[config.mk]
export PLATFORM = sky130hd
export DESIGN_NAME = wb_prefetch
export DESIGN_NICKNAME = d
export VERILOG_FILES = /design/src/rtl/wb_prefetch_pkg.sv /design/src/rtl/wb_sync_fifo.sv /design/src/rtl/wb_prefetch.sv
export SDC_FILE = /design/constraint.sdc
export NUM_CORES = 1
export LEC_CHECK = 0
export BUFFER_PORTS_ARGS = -buffer_cell sky130_fd_sc_hd__buf_2
export CORE_MARGIN = 4
export CORE_UTILIZATION = 46
export DETAILED_ROUTE_END_ITERATION = 8
export PLACE_DENSITY_LB_ADDON = 0.1
export SYNTH_ARGS = -nofsm -noshare
export SYNTH_HDL_FRONTEND = slang
export SYNTH_SLANG_ARGS = --single-unit
[constraint.sdc]
create_clock -name clk_i -period 19 [get_ports clk_i]
set_input_delay 0 -clock clk_i [delete_from_list [all_inputs] [get_ports clk_i]]
set_output_delay 0 -clock clk_i [all_outputs]
set_load 0.01 [all_outputs]
[src/rtl/wb_prefetch_pkg.sv]
// rtl/wb_prefetch_pkg.sv - shared bus constants and FSM encoding for the instruction prefetcher
package wb_prefetch_pkg;
  localparam logic [3:0]  WB_SEL_WORD = 4'hF;
  localparam logic [31:0] WORD_STEP   = 32'd4;

  typedef enum logic [1:0] {
    ST_IDLE  = 2'd0,
    ST_FETCH = 2'd1,
    ST_DRAIN = 2'd2
  } state_t;
endpackage

[src/rtl/wb_sync_fifo.sv]
// rtl/wb_sync_fifo.sv - synchronous FIFO with flush, count and full/empty flags
module wb_sync_fifo #(
  parameter int WIDTH = 64,
  parameter int DEPTH = 4,
  localparam int AW = $clog2(DEPTH)
) (
  input  logic             clk_i,
  input  logic             rst_i,
  input  logic             flush_i,
  input  logic             push_i,
  input  logic [WIDTH-1:0] data_i,
  input  logic             pop_i,
  output logic [WIDTH-1:0] data_o,
  output logic [AW:0]      count_o,
  output logic             full_o,
  output logic             empty_o
);
  localparam logic [AW:0] FULL_CNT = (AW+1)'(DEPTH);

  logic [WIDTH-1:0] r_mem [DEPTH];
  logic [AW-1:0]    r_wr_ptr;
  logic [AW-1:0]    r_rd_ptr;
  logic [AW:0]      r_count;
  logic             w_push;
  logic             w_pop;

  // A pop frees a slot in the same cycle, so push is accepted even when full.
  assign w_pop  = pop_i && (r_count != '0);
  assign w_push = push_i && ((r_count != FULL_CNT) || w_pop);

  always_ff @(posedge clk_i) begin
    if (rst_i || flush_i) begin
      r_wr_ptr <= '0;
      r_rd_ptr <= '0;
      r_count  <= '0;
    end else begin
      if (w_push) r_wr_ptr <= r_wr_ptr + AW'(1);
      if (w_pop)  r_rd_ptr <= r_rd_ptr + AW'(1);
      r_count <= r_count + (AW+1)'(w_push) - (AW+1)'(w_pop);
    end
  end

  always_ff @(posedge clk_i) begin
    if (rst_i) begin
      for (int i = 0; i < DEPTH; i++) r_mem[i] <= '0;
    end else if (w_push) begin
      r_mem[r_wr_ptr] <= data_i;
    end
  end

  assign data_o  = r_mem[r_rd_ptr];
  assign count_o = r_count;
  assign full_o  = (r_count == FULL_CNT);
  assign empty_o = (r_count == '0);
endmodule

[src/rtl/wb_prefetch.sv]
// rtl/wb_prefetch.sv - pipelined Wishbone read master prefetching sequential instruction words
module wb_prefetch #(
  parameter int          FIFO_DEPTH = 4,
  parameter logic [31:0] RESET_PC   = 32'h0
) (
  input  logic        clk_i,
  input  logic        rst_i,
  output logic [31:0] wb_adr_o,
  input  logic [31:0] wb_dat_i,
  output logic        wb_we_o,
  output logic [3:0]  wb_sel_o,
  output logic        wb_cyc_o,
  output logic        wb_stb_o,
  input  logic        wb_ack_i,
  input  logic        wb_stall_i,
  input  logic        redirect_i,
  input  logic [31:0] redirect_pc_i,
  output logic        instr_valid_o,
  output logic [31:0] instr_o,
  output logic [31:0] instr_pc_o,
  input  logic        instr_ready_i
);
  import wb_prefetch_pkg::*;

  localparam int CW = $clog2(FIFO_DEPTH) + 1;

  state_t         r_state;
  logic [31:0]    r_adr;
  logic           r_stb;
  logic           r_cyc;
  logic [CW-1:0]  r_outstanding;

  logic           w_issue;
  logic           w_ack;
  logic           w_push;
  logic           w_pop;
  logic           w_full;
  logic           w_empty;
  logic [CW-1:0]  w_fifo_count;
  logic [CW-1:0]  w_out_next;
  logic [CW-1:0]  w_cnt_next;
  logic           w_credit;
  logic [31:0]    w_target;
  logic [31:0]    w_ack_pc;
  logic [63:0]    w_head;

  assign w_issue  = r_stb && !wb_stall_i;
  assign w_ack    = wb_ack_i && (r_outstanding != '0);
  assign w_target = redirect_pc_i & ~32'h3;
  // In FETCH every pending read belongs to the current sequential stream.
  assign w_ack_pc = r_adr - (32'(r_outstanding) << 2);

  assign w_pop  = !w_empty && instr_ready_i && !redirect_i;
  assign w_push = w_ack && (r_state == ST_FETCH) && !redirect_i && (!w_full || w_pop);

  assign w_out_next = r_outstanding + CW'(w_issue) - CW'(w_ack);
  assign w_cnt_next = redirect_i ? '0 : w_fifo_count + CW'(w_push) - CW'(w_pop);
  assign w_credit   = ({1'b0, w_out_next} + {1'b0, w_cnt_next}) < (CW+1)'(FIFO_DEPTH);

  always_ff @(posedge clk_i) begin
    if (rst_i) begin
      r_state       <= ST_IDLE;
      r_adr         <= RESET_PC;
      r_stb         <= 1'b0;
      r_cyc         <= 1'b0;
      r_outstanding <= '0;
    end else begin
      r_outstanding <= w_out_next;
      case (r_state)
        ST_IDLE: begin
          r_state <= ST_FETCH;
          r_stb   <= 1'b1;
          r_cyc   <= 1'b1;
          if (redirect_i) r_adr <= w_target;
        end
        ST_FETCH: begin
          if (redirect_i) begin
            r_adr <= w_target;
            r_cyc <= 1'b1;
            if (w_out_next == '0) begin
              r_stb <= 1'b1;
            end else begin
              r_state <= ST_DRAIN;
              r_stb   <= 1'b0;
            end
          end else begin
            if (w_issue) r_adr <= r_adr + WORD_STEP;
            r_stb <= w_credit;
            r_cyc <= w_credit || (w_out_next != '0);
          end
        end
        ST_DRAIN: begin
          if (redirect_i) r_adr <= w_target;
          r_cyc <= 1'b1;
          if (w_out_next == '0) begin
            r_state <= ST_FETCH;
            r_stb   <= 1'b1;
          end else begin
            r_stb <= 1'b0;
          end
        end
        default: begin
          r_state <= ST_IDLE;
          r_stb   <= 1'b0;
          r_cyc   <= 1'b0;
        end
      endcase
    end
  end

  wb_sync_fifo #(
    .WIDTH (64),
    .DEPTH (FIFO_DEPTH)
  ) u_fifo (
    .clk_i   (clk_i),
    .rst_i   (rst_i),
    .flush_i (redirect_i),
    .push_i  (w_push),
    .data_i  ({w_ack_pc, wb_dat_i}),
    .pop_i   (w_pop),
    .data_o  (w_head),
    .count_o (w_fifo_count),
    .full_o  (w_full),
    .empty_o (w_empty)
  );

  assign wb_adr_o      = r_adr;
  assign wb_we_o       = 1'b0;
  assign wb_sel_o      = WB_SEL_WORD;
  assign wb_cyc_o      = r_cyc;
  assign wb_stb_o      = r_stb;
  assign instr_valid_o = !w_empty;
  assign instr_pc_o    = w_head[63:32];
  assign instr_o       = w_head[31:0];
endmodule
Yosys cells after proc, flatten, opt, wreduce, memory -nomap -nowiden
Memories as Yosys holds them, arrays and structs flattened. A register that Yosys moved wholly into a read port is not among the register bits. Cells that the tools add are included.

$add $sub $neg: 11. $lt $le $gt $ge: 1. Equal/unequal tests: 9. Muxes and demuxes: 24. Reductions and logical operators: 28.

Operators with widths (number): $mux W32 (3); $mux W64 (1); $pmux W32 S2 (1); $reduce_or A64 Y1 (1); $add A32 B3 Y32 const B (1); $sub A32 B5 Y32 (1); $mux W2 (6); $add A3 B1 Y3 (3); $logic_and A1 B1 Y1 (9); $mux W1 (9); $reduce_bool A3 Y1 (3); $sub A3 B1 Y3 (3); $logic_not A3 Y1 (2); $ne A2 B2 Y1 const B (3); $ne A3 B3 Y1 const B (2); $pmux W2 S3 (1); $reduce_and A3 Y1 (2); $add A2 B1 Y2 const B (2); $add A3 B3 Y4 (1); $logic_not A1 Y1 (4); $logic_or A1 B1 Y1 (4); $lt A4 B3 Y1 const B (1); $eq A3 B3 Y1 const B (1); $mux W3 (1); other kinds (8) (8).

Flip-flop bits (word level): 46. Memory bits (writable): 256. Input port bits: 70. Output and inout bits: 104. Logic and storage cells: 82. Memories: 1.

Memory list: u_fifo.r_mem (depth 4, bits a word 64, rd ports 1, clocked after memory_dff 1, write ports 4, RTL line wb_sync_fifo.sv:20) `logic [WIDTH-1:0] r_mem [DEPTH];`.

Logic depth before layout (Yosys ltp)
Gate-level depths: netlist (run 1).

Depth after elaboration: 14. Depth in mapped cells: 19. Mapped depth without buffers: 16.

By module
From an unflattened synthesis (run 1), not the netlist that was laid out.

Cell total of the unflattened synthesis: 1102. Area, all modules: 14609.0 um2.

By module, submodules not included: wb_sync_fifo (instances 1, cells each 672, area an instance 11423.5 um2, sequential area each 7867.5 um2); wb_prefetch (instances 1, cells each 430, area an instance 3185.6 um2, sequential area each 740.7 um2).

Worst setup path before layout (run 1)
OpenSTA, ideal clock, no wires.

Path kind: register to register. Start: register r_state[0]. End: memory u_fifo.r_mem[3][0], enable pin. Setup time: 568 ps. Arrival time: 5624 ps. Required time: 18432 ps. Slack: 12808 ps. Cell stages (with the launch flop): 7. Path buffers: 2. Period minus slack after synthesis: 6192 ps. Cells stage by stage: dfxtp_1 > clkbuf_1 > nor3b_1 > o211a_1 > clkbuf_1 > nand2_1 > o21ai_0.

RTL lines: start: declaration (RTL line wb_prefetch.sv:27) `state_t r_state;`; start signal: assignment (RTL line wb_prefetch.sv:62) `r_state <= ST_IDLE;`; start signal: assignment (RTL line wb_prefetch.sv:71) `r_state <= ST_FETCH;`; start signal: assignment (RTL line wb_prefetch.sv:83) `r_state <= ST_DRAIN;`; end: declaration (RTL line wb_sync_fifo.sv:20).

==> results of run 1 <==
Yosys cell counts (all sizes together), types with 9 or more instances:
| master | count |
|---|---|
| mux4 | 62 |
| o21ai | 24 |
| and3 | 40 |
| or4 | 10 |
| clkbuf | 75 |
| xnor2 | 20 |
| buf | 25 |
| nand2 | 51 |
| dfxtp | 46 |
| ha | 12 |
| nor2 | 121 |
| a21oi | 56 |
| nand3 | 23 |
| edfxtp | 248 |
| nand4 | 13 |
| xor2 | 10 |
| and2 | 109 |
| nor3 | 22 |
| or3 | 12 |
| a31oi | 10 |
| nor4 | 9 |
| inv | 21 |
sequential cells by signal (all words and copies together), names as in the netlist, named ones only:
name             count
wb_adr_o            30
u_fifo.r_mem       248
u_fifo.r_wr_ptr      2
wb_cyc_o             1
r_state              2
u_fifo.r_rd_ptr      2
wb_stb_o             1
u_fifo.count_o       3
r_outstanding        3
area by class of cell:
class                           instances  area (um2)  area share
Clock buffer                           45         933      0.0556
Timing Repair Buffer                  244        1580      0.0943
Tap cell                              390         488      0.0291
Inverter                               21        78.8     0.00469
Sequential cell                       294        8370       0.499
Clock inverter                         13        90.1     0.00537
Multi-Input combinational cell        701        5240       0.312
final timing paths:
path	startpoint	end	depth (start not counted)
min reg2reg	u_fifo.r_rd_ptr[1]	flip-flop	2
min	redirect_i	wb_stb_o	3
max	r_state[0]	u_fifo.r_mem[2][26]	7
max reg2reg	r_state[0]	u_fifo.r_mem[2][26]	7
layer usage:
metal,track usage,vias up,share of wire
met2,0.338,312,0.47
met3,0.0325,52,0.069
li1,-,4493,-
met5,0,-,0
met1,0.301,4668,0.44
met4,0.0444,0,0.019
tightest hold or removal path: stages:
cell	delay [ns]
buf_2	0.23
a21oi_1	0.17
o31ai_1	0.07
timing repair:
item / 4_1_cts / 5_1_grt
hold buffers: 63 / 0
hold endpoints to repair: 158 / 0
resized for setup: 0 / 0
power by group:
part	leakage [nW]	total (mW)	switching, mW	internal (mW)
combinational	2.89	0.344	0.220	0.124
sequential	2.94	0.785	0.0431	0.742
clock	0.501	0.607	0.249	0.358
logic make-up after synthesis:
kind of cell,after synthesis,share of synthesized area
other,2,0.000535
AOI/OAI and AO/OA,144,0.0671
xor gates and xnor gates,30,0.0187
buffers and inverters,121,0.0360
DFF,294,0.596
adders and majority gates,16,0.0164
and+or+nand+nor,437,0.164
muxes,65,0.102
==> metrics.md, run 1 <==
| Metric | Value |
|---|---|
| Status | `complete, no violations` |
| I/O Buffers | `162` |
| Crit start category | `flip-flop` |
| Vias in the first global route | `9,590` |
| Post-DRT Antenna Nets | `0` |
| Post-synth ARST share | `0` |
| Cell Count, Final, Fillers Out | `1,708` |
| First-pass iteration count of the detailed router | `7` |
| Power per cell area | `103 nW/um2` |
| Avg Inst Size Synth | `12.7 um2` |
| CTS clk-pin slew, worst paths | `0.05 ns` |
| Synth Instances | `1,109` |
| Yosys reg bits | `294` |
| Post-synthesis cell type count | `71` |
| Ranking of synthesized cells by area | `edfxtp_1 (53%), mux4_2 (9.9%), dfxtp_1 (6.6%), and2_1 (4.8%), nor2_1 (3.2%)` |
| Clock Skews | `0.0154 ns` |
| Post-Route WL | `35,200 um` |
| Post-synth top area cell | `edfxtp_1` |
| Die Y | `183 um` |
| Overall power consumption | `1.74 mW` |
| Crit path buffers/inverters | `3` |
| Max Cap Viol | `0` |
| Routed vias | `9,525` |
| Worst Path Required | `19.13 ns` |
| Largest net degree at the start of global routing | `63` |
| RSZ-0062 raised after global routing | `no` |
| Critical-path cell list | `nor3b_1, o2111ai_2, buf_4, or3_1, buf_4, nand2_2, buf_4` |
| TNS Setup | `0 ns` |
| R2R setup slack | `15.02 ns` |
| Placed insts | `1,587` |
| CP delay by family, top | `simple AND/OR/NAND/NOR gates` |
| Core Footprint | `29,900 um2` |
| Warnings, synthesis | `0` |
| Gr ovfl total | `0` |
| Actual slew at the worst max-slew pin | `1.17 ns` |
| Worst skew pair latency | `0.50 ns` |
| Cts bufs inserted | `34` |
| Synthesis-to-finish area growth | `19.5%` |
| Die area | `33,400 um2` |
| Top-area cell type share of the netlist area | `0.530` |
| N_diodes | `0` |
| Worst-path fanout max | `34` |
| Post-route core utilization | `0.562` |
| Placer Congestion | `0.844` |
| Row cnt | `63` |
| Post-place instance area | `15,100 um2` |
| Cell Area, Synth | `14,000 um2` |
| Initial detailed-routing violation count | `709` |
| Final instance area | `16,800 um2` |
| Hold Slack | `0.0313 ns` |
| VDD IR max | `0.0509 mV` |
| Avg WL per Cell | `20.6 um` |
| Placed wire-length estimate | `21,100 um` |
| Worst stage delay on the critical path | `0.68 ns` |
| Final hold vios | `0` |
| Final Max Slew Viols | `0` |
| Slowest-stage cell, CP | `nand2_2` |
| Prevailing post-synth register cell | `edfxtp_1` |
| I/O pin cnt | `174` |
| Die width | `183 um` |
| Number of synthesized flops with an enable pin | `248` |
| Most common cell after layout, fill and taps aside | `edfxtp_1` |
| CTS root buf | `clkbuf_16` |
| Final worst slack | `15.02 ns` |
| Relative slew slack | `0.218` |
| Fin crit share | `0.209` |
| Most frequent cells in the layout | `edfxtp_1 (248), buf_2 (162), nor2_1 (121)` |
| CTS HTree Levels | `2` |
| First-pass GRT wire length | `54,700 um` |
| Postcts setup bufs | `0` |
| CTS max path bufs | `3` |
| # nets final | `1,382` |
| # setup viols final | `0` |
| Hold WC Path Type | `input pin to flip-flop` |
| DRC viols | `0` |
| Number of clock sinks | `294` |
| DP Worst Slack | `14.98 ns` |
| Critical Path AT | `4.11 ns` |
| Initial Util | `0.470` |
| Crit Path Class | `flip-flop to flip-flop` |
| Post-DR vias/cell | `5.58` |
| LEAKAGE | `6.33 nW` |
| FILL cells | `2,549` |
| Crit path time final | `3.98 ns` |
| CP Capture Type | `flip-flop` |
| Seq/Total Area, Yosys | `0.596` |
| Layout cells sized above 1 | `0.236` |
| GRT Util Overall | `0.208` |
| FMAX | `251 MHz` |
| Most common cell on crit path | `buf_4` |
| Antenna violations before repair | `0` |
| CTS tree | `yes` |
(Power assumes the default switching activity.)
==> inputs of run 2 (changes only) <==
Clock period 19 ns to 4.1 ns, I/O delays scaled along.
==> run 2 against run 1 <==
Compared with the run above:
- cell area rose by 1.4%
- largest cell class unchanged
- sequential share of layout area fell by 0.70 points
- routed wire length increased by 0.58%
- clock power grew to 4.7 times the previous value
- non-clock buffer count is 21 higher
==> metrics.md, run 2 (same netlist as run 1, synthesis figures left out) <==
| Metric | Value |
|---|---|
| Final hold vios | `0` |
| FILL cells | `2,460` |
| Core Footprint | `29,900 um2` |
| Placed wire-length estimate | `21,500 um` |
| P_int | `5.73 mW` |
| Max Cap Viol | `0` |
| Actual slew at the worst max-slew pin | `1.07 ns` |
| Placer Congestion | `0.816` |
| CTS clk-pin slew, worst paths | `0.07 ns` |
| Slowest-stage cell, CP | `or3b_2` |
| Met3 WL | `2260 um` |
| N_diodes | `0` |
| RSZ-0062 raised after global routing | `no` |
| Sw Share | `0.295` |
| Max reg flops | `248` |
| Critical Path AT | `3.59 ns` |
| WL met1 | `15,500 um` |
| VDD IR max | `0.403 mV` |
| Row cnt | `63` |
| CP Capture Type | `flip-flop` |
| Initial Util | `0.470` |
| Post-place instance area | `15,200 um2` |
| Post-DR vias/cell | `5.55` |
| Clock power share | `0.351` |
| Worst stage delay on the critical path | `0.50 ns` |
| Worst-path fanout max | `5` |
| Cts bufs inserted | `31` |
| FMAX | `320 MHz` |
| Worst Path Required | `4.57 ns` |
| Met2 Routed Length | `17,200 um` |
| LEAKAGE | `6.46 nW` |
| Die width | `183 um` |
| Fin crit share | `0.763` |
| Synthesis-to-finish area growth | `21.2%` |
| Most frequent cells in the layout | `edfxtp_1 (248), buf_2 (162), nor2_1 (121)` |
| CTS max path bufs | `3` |
| Comb pwr share | `0.202` |
| CTS root buf | `clkbuf_16` |
| Most common cell after layout, fill and taps aside | `edfxtp_1` |
| Post-DRT Antenna Nets | `0` |
| Status | `complete, no violations` |
| Layout cells sized above 1 | `0.240` |
| Critical-path cell list | `or3b_2, o211a_1, inv_1, ha_1, inv_1, ha_1, inv_1, fa_1, xnor2_1, nor2_1, ha_1, nor3_1, nand2_1, nor2_1, a21oi_1, o31ai_1` |
| Relative slew slack | `0.276` |
| CTS HTree Levels | `1` |
| Antenna violations before repair | `0` |
| I/O Buffers | `162` |
| Clock Skews | `0.0130 ns` |
| Crit path buffers/inverters | `3` |
| DRC viols | `0` |
| Crit Path Class | `flip-flop to flip-flop` |
| Gr ovfl total | `0` |
| Initial detailed-routing violation count | `877` |
| Number of clock sinks | `294` |
| Crit path time final | `3.13 ns` |
| Postcts setup bufs | `0` |
| Sequential share of power | `0.447` |
| Crit start category | `flip-flop` |
| Die Y | `183 um` |
| Power per cell area | `477 nW/um2` |
| Final instance area | `17,000 um2` |
| GRT Util Overall | `0.208` |
| First-pass GRT wire length | `55,500 um` |
| Hold WC Path Type | `input pin to flip-flop` |
| I/O pin cnt | `174` |
| Avg WL per Cell | `20.5 um` |
| # setup viols final | `0` |
| TNS Setup | `0 ns` |
| # nets final | `1,400` |
| Top Layer Used | `met4` |
| Vias in the first global route | `9,772` |
| Die area | `33,400 um2` |
| CP delay by family, top | `adder cells` |
| Worst skew pair latency | `0.56 ns` |
| Largest net degree at the start of global routing | `63` |
| CTS tree | `yes` |
| Final Max Slew Viols | `0` |
| Post-Route WL | `35,400 um` |
| First-pass iteration count of the detailed router | `6` |
| Most flops, register | `u_fifo.r_mem` |
| NetSw | `2.40 mW` |
| Routed vias | `9,603` |
run 2: changes by cell type in the layout (fill, tap and decap cells not counted), moves of 3 or more:
cell,previous run,this run
clkinv_1,5,2
dlygate4sd3_1,63,76
clkbuf_16,35,31
buf_4,19,24
buf_12,0,3
bufinv_16,1,4
run 2: what timing repair did:
item,in CTS,in global routing
hold buffers,76,0
hold endpoints to repair,160,0
gates resized for setup,0,0
run 2: final cells by class:
cell class	instances	area, um2	share of cell area
well taps	390	488	0.0287
flip-flops and latches	294	8370	0.492
clock buffers	42	837	0.0492
repair buffers	265	1810	0.106
clock inverters	16	196	0.0115
inverters	21	78.8	0.00463
multi-input cells	701	5240	0.308
run 2: stage by stage:
stage / total power [mW] / std cells / hold WS, ns / utilization / setup WS, ns
5_1_grt: 8.52 / 1729 / 0.0839 / 0.570 / 0.777
2_1_floorplan: 4.70 / 1116 / 0.148 / - / 0.701
6_report: 8.12 / 1729 / 0.0794 / 0.570 / 0.970
3_3_place_gp: 5.24 / 1595 / 0.268 / 0.510 / 0.984
3_5_place_dp: 5.26 / 1595 / 0.274 / 0.510 / 0.958
4_1_cts: 8.18 / 1729 / 0.0441 / 0.570 / 0.948
run 2: worst reg2reg max path: cells and delay by family (launching register included):
family | cells | cell delay (ns)
AOI/OAI and AO/OA | 3 | 0.48
xor gates and xnor gates | 1 | 0.16
and+or+nand+nor | 5 | 0.90
DFF | 1 | 0.38
adders and majority gates | 4 | 0.99
buffers and inverters | 3 | 0.15
run 2: worst paths after layout:
check	startpoint	endpoint	slack, ns	cells past startpoint
min reg2reg	u_fifo.r_rd_ptr[1]	flip-flop	0.52	2
max	u_fifo.count_o[1]	wb_stb_o	0.97	16
max reg2reg	u_fifo.count_o[1]	wb_stb_o	0.97	16
min	redirect_pc_i[17]	wb_adr_o[17]	0.08	4
run 2: per-layer routing:
| metal | vias to the layer above | track usage |
|---|---|---|
| met1 | 4739 | 0.293 |
| met4 | 0 | 0.0366 |
| met5 | - | 0 |
| li1 | 4525 | - |
| met3 | 35 | 0.0375 |
| met2 | 304 | 0.348 |
run 2: power by group through the flow:
stage | registers, mW | logic [mW] | clock network [mW]
3_5_place_dp | 3.69 | 1.57 | 0
4_1_cts | 3.63 | 1.65 | 2.91
2_1_floorplan | 3.60 | 1.09 | 0
3_3_place_gp | 3.69 | 1.55 | 0
5_1_grt | 3.66 | 1.82 | 3.05
6_report | 3.63 | 1.64 | 2.85
==> inputs of run 3 (changes only) <==
Clock period 4.1 ns to 2.5 ns, I/O delays scaled along.
==> run 3 against run 2 <==
Compared with the run above:
- the run now ends with negative setup slack left
- non-clock buffer count up 63
- routed wire length up 4.5%
- worst setup slack worse by 1.3 ns
- fmax rose by 8.9%
- via count up 4.4%
- clock skew down 0.00086 ns
- register-to-register slack got worse by 1.3 ns
- critical path depth unchanged
- combinational power increased by 140%
- largest power group unchanged
- highest routed layer unchanged
==> metrics.md, run 3 (same netlist as run 1, synthesis figures left out) <==
| Metric | Value |
|---|---|
| CTS clk-pin slew, worst paths | `0.06 ns` |
| Worst-path fanout max | `4` |
| Final hold vios | `0` |
| Final worst slack | `-0.374 ns` |
| Avg WL per Cell | `20.7 um` |
| I/O pin cnt | `174` |
| FMAX | `348 MHz` |
| Number of clock sinks | `294` |
| CP Capture Type | `flip-flop` |
| Max Cap Viol | `0` |
| Cell Count, Final, Fillers Out | `1,792` |
| Placed wire-length estimate | `23,400 um` |
| Initial Util | `0.470` |
| Max reg flops | `248` |
| First-pass iteration count of the detailed router | `7` |
| Most frequent cells in the layout | `edfxtp_1 (248), buf_2 (162), nor2_1 (121)` |
| Post-DRT Antenna Nets | `0` |
| Largest net degree at the start of global routing | `42` |
| VDD IR max | `0.647 mV` |
| CTS root buf | `clkbuf_16` |
| Core Footprint | `29,900 um2` |
| Actual slew at the worst max-slew pin | `0.804 ns` |
| Routed vias | `10,000` |
| LEAKAGE | `6.85 nW` |
| Fin crit share | `1.15` |
| CTS tree | `yes` |
| Clock Skews | `0.0122 ns` |
| CTS max path bufs | `3` |
| Overall power consumption | `14.2 mW` |
| Status | `complete, but fails checks` |
| I/O Buffers | `162` |
| Vias in the first global route | `10,200` |
| Post-route core utilization | `0.601` |
| Placer Congestion | `0.870` |
| Area of the multi-input gates | `5610 um2` |
| Relative slew slack | `0.464` |
| Sequential Area | `8380 um2` |
| Most common cell after layout, fill and taps aside | `edfxtp_1` |
| Gr ovfl total | `0` |
| DP Worst Slack | `-0.397 ns` |
| Die width | `183 um` |
| Crit path time final | `2.87 ns` |
| FILL cells | `2,395` |
| Post-Route WL | `37,000 um` |
| Cts bufs inserted | `31` |
| Crit start category | `flip-flop` |
| RSZ-0062 raised after global routing | `yes` |
| Worst Path Required | `2.98 ns` |
| Initial detailed-routing violation count | `900` |
| Critical Path AT | `3.35 ns` |
| Worst skew pair latency | `0.56 ns` |
| CTS HTree Levels | `1` |
| N_diodes | `0` |
| Antenna violations before repair | `0` |
| GRT Util Overall | `0.218` |
| DRC viols | `0` |
| Hold WC Path Type | `input pin to flip-flop` |
| Final Max Slew Viols | `0` |
| Layout cells sized above 1 | `0.328` |
| Most flops, register | `u_fifo.r_mem` |
| # setup viols final | `2` |
| Placed insts | `1,665` |
| Post-DR vias/cell | `5.59` |
| Synthesis-to-finish area growth | `27.7%` |
| Die Y | `183 um` |
| Row cnt | `63` |
| Violated checks | `negative setup slack` |
| # nets final | `1,464` |
| Power per cell area | `792 nW/um2` |
| Crit Path Class | `flip-flop to flip-flop` |
| First-pass GRT wire length | `57,500 um` |
| Die area | `33,400 um2` |
-- run 3: path summary, 6_finish.rpt --
kind,start,end,slack (ns),cells past startpoint
setup reg to reg,u_fifo.count_o[1],wb_stb_o,-0.37,16
setup / recovery,u_fifo.count_o[1],wb_stb_o,-0.37,16
hold reg to reg,u_fifo.r_rd_ptr[1],flip-flop,0.53,2
hold / removal,redirect_pc_i[24],wb_adr_o[24],0.08,5
-- run 3: what timing repair did --
item                                    in CTS  in global routing
resized for setup                            6                 34
cloned                                       0                  1
pin swaps                                    7                 11
endpoints found under the hold margin      162                  0
hold buffers                                63                  0
buffers inserted                             2                  4
endpoints found under the setup margin      37                 49
-- run 3: layer usage --
| metal | routed length [um] | up-vias | share of wire | GRT usage |
|---|---|---|---|---|
| li1 | - | 4655 | - | - |
| met1 | 16300 | 4999 | 0.44 | 0.311 |
| met2 | 18100 | 323 | 0.49 | 0.366 |
| met3 | 2220 | 44 | 0.060 | 0.0313 |
| met4 | 446 | 0 | 0.012 | 0.0363 |
| met5 | 0 | - | 0 | 0 |
-- run 3: area by class of cell --
| cell class | instances | area share |
|---|---|---|
| clock buffers | 40 | 0.0457 |
| clock inverters | 17 | 0.0103 |
| repair buffers | 328 | 0.132 |
| inverters | 21 | 0.00474 |
| flip-flops and latches | 294 | 0.467 |
| well taps | 390 | 0.0272 |
| multi-input cells | 702 | 0.312 |
-- run 3: power by group --
part	leakage (nW)	switching (mW)	internal (mW)	total [mW]
combinational	3.40	2.25	1.63	3.87
sequential	2.94	0.131	5.64	5.77
clock	0.500	1.86	2.71	4.57
total	6.85	4.24	9.98	14.2
-- run 3: stage by stage --
| stage | TNS, ns | hold WS [ns] | instance area [um2] |
|---|---|---|---|
| 4_1_cts | -0.770 | 0.0219 | 17700 |
| 3_5_place_dp | -0.727 | 0.272 | 16100 |
| 5_1_grt | -1.40 | 0.118 | 17900 |
| 2_1_floorplan | -6.43 | 0.148 | 14300 |
| 6_report | -0.744 | 0.0805 | 17900 |
| 3_3_place_gp | -0.674 | 0.275 | 16100 |
-- run 3: critical path, stage by stage (launching register included) --
cell     delay (ns)
dfxtp_4        0.35
or3b_4         0.38
o211a_4        0.25
inv_4          0.05
ha_4           0.18
inv_2          0.05
ha_4           0.11
inv_2          0.03
fa_2           0.32
xnor2_1        0.16
nor2_1         0.06
ha_1           0.28
nor3_2         0.10
nand2_1        0.11
nor2_1         0.11
a21oi_1        0.05
o31ai_1        0.18
